==> src/rtl/sram_like_to_axi.sv <==
// Bridges the inst and data sram-like ports onto one AXI master.
// One transaction in flight at a time; the data port wins arbitration.
module sram_like_to_axi #(
  parameter logic [3:0] INST_ID = 4'd0,
  parameter logic [3:0] DATA_ID = 4'd1
) (
  input  logic        clk,
  input  logic        rst,
  input  logic        inst_req,
  input  logic        inst_wr,
  input  logic [1:0]  inst_size,
  input  logic [31:0] inst_addr,
  input  logic [31:0] inst_wdata,
  output logic [31:0] inst_rdata,
  output logic        inst_addr_ok,
  output logic        inst_data_ok,
  input  logic        data_req,
  input  logic        data_wr,
  input  logic [1:0]  data_size,
  input  logic [31:0] data_addr,
  input  logic [31:0] data_wdata,
  output logic [31:0] data_rdata,
  output logic        data_addr_ok,
  output logic        data_data_ok,
  output logic [3:0]  arid,
  output logic [31:0] araddr,
  output logic [7:0]  arlen,
  output logic [2:0]  arsize,
  output logic [1:0]  arburst,
  output logic [1:0]  arlock,
  output logic [3:0]  arcache,
  output logic [2:0]  arprot,
  output logic        arvalid,
  input  logic        arready,
  input  logic [3:0]  rid,
  input  logic [31:0] rdata,
  input  logic [1:0]  rresp,
  input  logic        rlast,
  input  logic        rvalid,
  output logic        rready,
  output logic [3:0]  awid,
  output logic [31:0] awaddr,
  output logic [7:0]  awlen,
  output logic [2:0]  awsize,
  output logic [1:0]  awburst,
  output logic [1:0]  awlock,
  output logic [3:0]  awcache,
  output logic [2:0]  awprot,
  output logic        awvalid,
  input  logic        awready,
  output logic [3:0]  wid,
  output logic [31:0] wdata,
  output logic [3:0]  wstrb,
  output logic        wlast,
  output logic        wvalid,
  input  logic        wready,
  input  logic [3:0]  bid,
  input  logic [1:0]  bresp,
  input  logic        bvalid,
  output logic        bready
);

  typedef enum logic [2:0] {
    S_IDLE, S_AR, S_R, S_W, S_B
  } state_e;

  state_e      state_q, state_d;
  logic        own_data_q;
  logic        wr_q;
  logic [1:0]  size_q;
  logic [31:0] addr_q;
  logic [31:0] wdata_q;
  logic        aw_done_q, w_done_q;
  logic        grant, grant_data, grant_wr;
  logic        aw_fire, w_fire, done_ok;
  logic [3:0]  id;
  logic        unused;

  assign unused = ^{rid, rresp, rlast, bid, bresp};

  assign grant      = (state_q == S_IDLE) && !rst
                      && (data_req || inst_req);
  assign grant_data = data_req;
  assign grant_wr   = grant_data ? data_wr : inst_wr;

  // State register
  always_ff @(posedge clk) begin
    if (rst) state_q <= S_IDLE;
    else     state_q <= state_d;
  end

  // Next-state logic
  always_comb begin
    state_d = state_q;
    unique case (state_q)
      S_IDLE: if (grant) state_d = grant_wr ? S_W : S_AR;
      S_AR:   if (arready) state_d = S_R;
      S_R:    if (rvalid) state_d = S_IDLE;
      S_W:    if ((aw_done_q || awready) && (w_done_q || wready))
                state_d = S_B;
      S_B:    if (bvalid) state_d = S_IDLE;
      default: state_d = S_IDLE;
    endcase
  end

  // Request latch and per-channel write completion flags
  always_ff @(posedge clk) begin
    if (rst) begin
      own_data_q <= 1'b0;
      wr_q       <= 1'b0;
      size_q     <= 2'd0;
      addr_q     <= 32'd0;
      wdata_q    <= 32'd0;
      aw_done_q  <= 1'b0;
      w_done_q   <= 1'b0;
    end else begin
      if (grant) begin
        own_data_q <= grant_data;
        wr_q       <= grant_wr;
        size_q     <= grant_data ? data_size : inst_size;
        addr_q     <= grant_data ? data_addr : inst_addr;
        wdata_q    <= grant_data ? data_wdata : inst_wdata;
        aw_done_q  <= 1'b0;
        w_done_q   <= 1'b0;
      end else begin
        if (aw_fire) aw_done_q <= 1'b1;
        if (w_fire)  w_done_q  <= 1'b1;
      end
    end
  end

  assign aw_fire = awvalid && awready;
  assign w_fire  = wvalid && wready;

  // Output logic
  always_comb begin
    arvalid      = (state_q == S_AR);
    rready       = (state_q == S_R);
    awvalid      = (state_q == S_W) && !aw_done_q;
    wvalid       = (state_q == S_W) && !w_done_q;
    bready       = (state_q == S_B);
    data_addr_ok = grant && data_req;
    inst_addr_ok = grant && !data_req;
    done_ok      = !rst && ((rready && rvalid && !wr_q)
                   || (bready && bvalid && wr_q));
    data_data_ok = done_ok && own_data_q;
    inst_data_ok = done_ok && !own_data_q;
  end

  assign inst_rdata = rdata;
  assign data_rdata = rdata;

  assign id      = own_data_q ? DATA_ID : INST_ID;
  assign arid    = id;
  assign araddr  = addr_q;
  assign arlen   = 8'd0;
  assign arsize  = {1'b0, size_q};
  assign arburst = 2'b01;
  assign arlock  = 2'd0;
  assign arcache = 4'd0;
  assign arprot  = 3'd0;

  assign awid    = id;
  assign awaddr  = addr_q;
  assign awlen   = 8'd0;
  assign awsize  = {1'b0, size_q};
  assign awburst = 2'b01;
  assign awlock  = 2'd0;
  assign awcache = 4'd0;
  assign awprot  = 3'd0;

  assign wid   = id;
  assign wdata = wdata_q;
  assign wlast = 1'b1;

  always_comb begin
    wstrb = 4'b1111;
    unique case (size_q)
      2'd0:    wstrb = 4'b0001 << addr_q[1:0];
      2'd1:    wstrb = addr_q[1] ? 4'b1100 : 4'b0011;
      default: wstrb = 4'b1111;
    endcase
  end

endmodule

==> config.mk <==
export PLATFORM = sky130hd
export DESIGN_NAME = sram_like_to_axi
export DESIGN_NICKNAME = d
export VERILOG_FILES = /design/src/rtl/sram_like_to_axi.sv
export SDC_FILE = /design/constraint.sdc
export NUM_CORES = 1
export LEC_CHECK = 0
export CORE_AREA = 4 4 161 163
export CTS_CLUSTER_DIAMETER = 150
export DETAILED_ROUTE_END_ITERATION = 7
export DIE_AREA = 0 0 165 167
export PLACE_DENSITY = 0.63
export SETUP_SLACK_MARGIN = 0.5
export SYNTH_ARGS = -nofsm -noshare
export SYNTH_HDL_FRONTEND = slang
export SYNTH_SLANG_ARGS = --single-unit
export TNS_END_PERCENT = 5
==> constraint.sdc <==
create_clock -name clk -period 1.6 [get_ports clk]
set_clock_uncertainty 0.05 [all_clocks]
set_input_delay 0.32 -clock clk [delete_from_list [all_inputs] [get_ports clk]]
set_output_delay 0.32 -clock clk [all_outputs]
set_load 0.02 [all_outputs]
==> metrics.txt <==
Clock Sinks 73; Std-Cell Rows 57; CP Cell Sequence buf_4, nor2_4, buf_4, buf_6, buf_12, and2_4, buf_12, clkbuf_16, a211oi_1; Crit. End Element flip-flop; clock root cell clkbuf_16; Initial Util 0.191; Cell Int Power approximately 5600 uW; Hold Worst Slack 0.439 ns; vias per cell between 4 and 5; area of the multi-input gates between 0.002 and 0.0025 sq mm; clock buffer depth 2; Switching Share 0.379; max-cap viol count 0; first-pass GRT wire length 23.2 mm; Slew Viols, Final 0; Worst Path Class, Setup reg -> reg; Synth Register Bits 73; Die X 165 um; top_reg_cell synth dfxtp_1; proportion of layout cells with a drive suffix above 1 0.310; die footprint about 0.028 sq mm; RSZ-0062 raised after global routing yes; Mapped Cells 517; non-filler cells, final 1015; Final nets slightly below 900; PD cells 1220 mW/mm^2; 1st-iter DRT viols ~130; Mapped Area 0.00465 sq mm; Tmin final roughly 1.7 ns; share of power burned in registers 0.282; critical path's slowest cell dfxtp_2; port bufs ~260; post-DP HPWL between 10 and 15 mm; Hold Path Class in -> reg; maximum vdd drop around 410 uV; f_max between 500 and 600 MHz; crit path max fanout 7; CTS H-tree depth 3; Routed WL between 15 and 20 mm; failing checks negative setup slack; Seq/Total Area, Yosys 0.314; post-synth cell types 35; largest net degree at the start of global routing just under 70; clk_lat worst skew between 0.3 and 0.4 ns; layout filler cell count approximately 2600; Fin. Hold Viols 0; Mean Syn Cell Area roughly 9.0 sq um; asr flop ratio synth 0; Setup violations, final 78; IO Pins 418; gr ovfl total 0; Final Power around 9000 uW; vias in the first global route a little over 4000; DRC 0; Buf/Inv on CP 6; CTS tree built; Logic pwr share 0.486; via count approximately 4200; Required @ worst endpoint approximately 1.8 ns; FF/Latch Area about 0.0015 sq mm; Ys Warns 0; cell family with most CP delay buffers and inverters; total CTS buffers 9; Worst Path Arrival around 1.9 ns; Final Wtd Congestion between 0.7 and 0.8; Worst setup SP type flip-flop; Max stage delay on crit path approximately 0.33 ns; Clock transition at path regs about 0.06 ns; final worst path period share 1.09; fin worst setup slack -0.147 ns; drt first pass iters 4; initial antenna violation count 0; Leakage ~0.0032 uW; DRT antenna net count 0; total core area 0.0243 sq mm; Switching Power approximately 3400 uW; Cells after DPL approximately 1000; Area Growth Syn to Fin 58.9%; status complete, but fails checks; clock share of power 0.232; antenna diode count 0; Chip Height roughly 170 um; EDFF count, synth 0; drt wl/cell around 16 um; GRT Overall Usage 0.106
[stage by stage]
stage | TNS [ns] | utilization | area (sq um) | setup WS (ns)
after floorplan | 0 | - | 4900 | 0.0532
after global placement | -26.63 | 0.282 | 6850 | -0.684
after detailed placement | -29.17 | 0.282 | 6850 | -0.673
after CTS | -7.86 | 0.296 | 7190 | -0.167
after global routing | -11.67 | 0.304 | 7390 | -0.224
final | -5.98 | 0.304 | 7390 | -0.147
[registers in the layout, summed over array words and instances (netlist names)]
signal and cells:
araddr 32, wdata 32, state_q 3, size_q 2
aw_done_q 1, own_data_q 1, w_done_q 1, wr_q 1
[cell families (layout without fill, tap and decap cells)]
group,count (synthesis),after routing,synth area share
AO/OA/AOI/OAI,151,151,0.214
buffers and inverters,194,320,0.287
multiplexers,67,67,0.144
flip-flops,73,73,0.314
AND/OR/NAND/NOR,30,30,0.0385
other,2,50,0.00162
[routing by layer]
metal,track usage,part of all wire,up-vias
li1,-,-,1967
met1,0.119,0.38,1993
met2,0.189,0.52,186
met3,0.0309,0.075,34
met4,0.0398,0.028,0
met5,0,0,-
[cell usage after synthesis (all sizes together) (2+ instances only)]
cell | instances | area (sq um)
dfxtp | 73 | 1460
clkbuf | 28 | 105
a211oi | 67 | 543
inv | 3 | 11.3
mux2i | 67 | 671
and2 | 2 | 12.5
a21oi | 73 | 365
or3 | 2 | 12.5
nand2 | 2 | 7.51
nor3 | 3 | 25.0
a21o | 3 | 22.5
nor2 | 9 | 33.8
o21bai | 2 | 15.0
conb | 2 | 7.51
buf | 163 | 1220
nand3b | 2 | 15.0
nand2b | 3 | 18.8
[cell usage in the layout (no fill, tap or decap), types with 3 or more instances in the layout]
cell type | netlist | layout
a211oi_1 | 59 | 56
a211oi_2 | 8 | 11
a21o_1 | 3 | 3
a21oi_1 | 73 | 72
buf_12 | 0 | 9
buf_4 | 151 | 88
buf_6 | 4 | 49
clkbuf_16 | 0 | 13
clkdlybuf4s15_2 | 0 | 8
clkdlybuf4s50_1 | 0 | 138
conb_1 | 2 | 50
dfxtp_1 | 73 | 65
dfxtp_2 | 0 | 6
inv_1 | 3 | 3
mux2i_1 | 67 | 67
nor2_1 | 9 | 6
nor2_4 | 0 | 3
[what timing repair did]
action,4_1_cts,5_1_grt
endpoints found under the setup margin,189,189
resized for setup,519,128
pin swaps,7,7
gates cloned,0,5
buffers inserted,1,4
hold buffers,0,0
[worst min-delay path, stage by stage]
cell and delay, ns:
buf_4 0.09, buf_4 0.14, buf_4 0.19, a211oi_2 0.05
[final cells by class]
class,instances,share of cell area
repair buffers,301,0.409
flip-flops and latches,73,0.200
clock buffers,10,0.0324
clock inverters,6,0.00898
well taps,324,0.0549
inverters,3,0.00152
multi-input cells,298,0.293
[power by group through the flow]
stage          Combinational, uW  Sequential [uW]  Clock (uW)
6_report                    4370             2540        2080
5_1_grt                     4680             2600        2260
4_1_cts                     4030             2520        2210
3_3_place_gp                4060             2500           0
3_5_place_dp                4090             2510           0
2_1_floorplan               2240             2890           0
[worst paths after layout]
kind	start	endpoint	slack, ns	cells after the start
setup reg to reg	state_q[1]	araddr[9]	-0.15	9
hold / removal	rst	wr_q	0.44	4
setup / recovery	state_q[1]	araddr[9]	-0.15	9
hold reg to reg	wdata[31]	wdata[31]	0.48	2
Note: power is estimated with default switching activity, not from simulation.
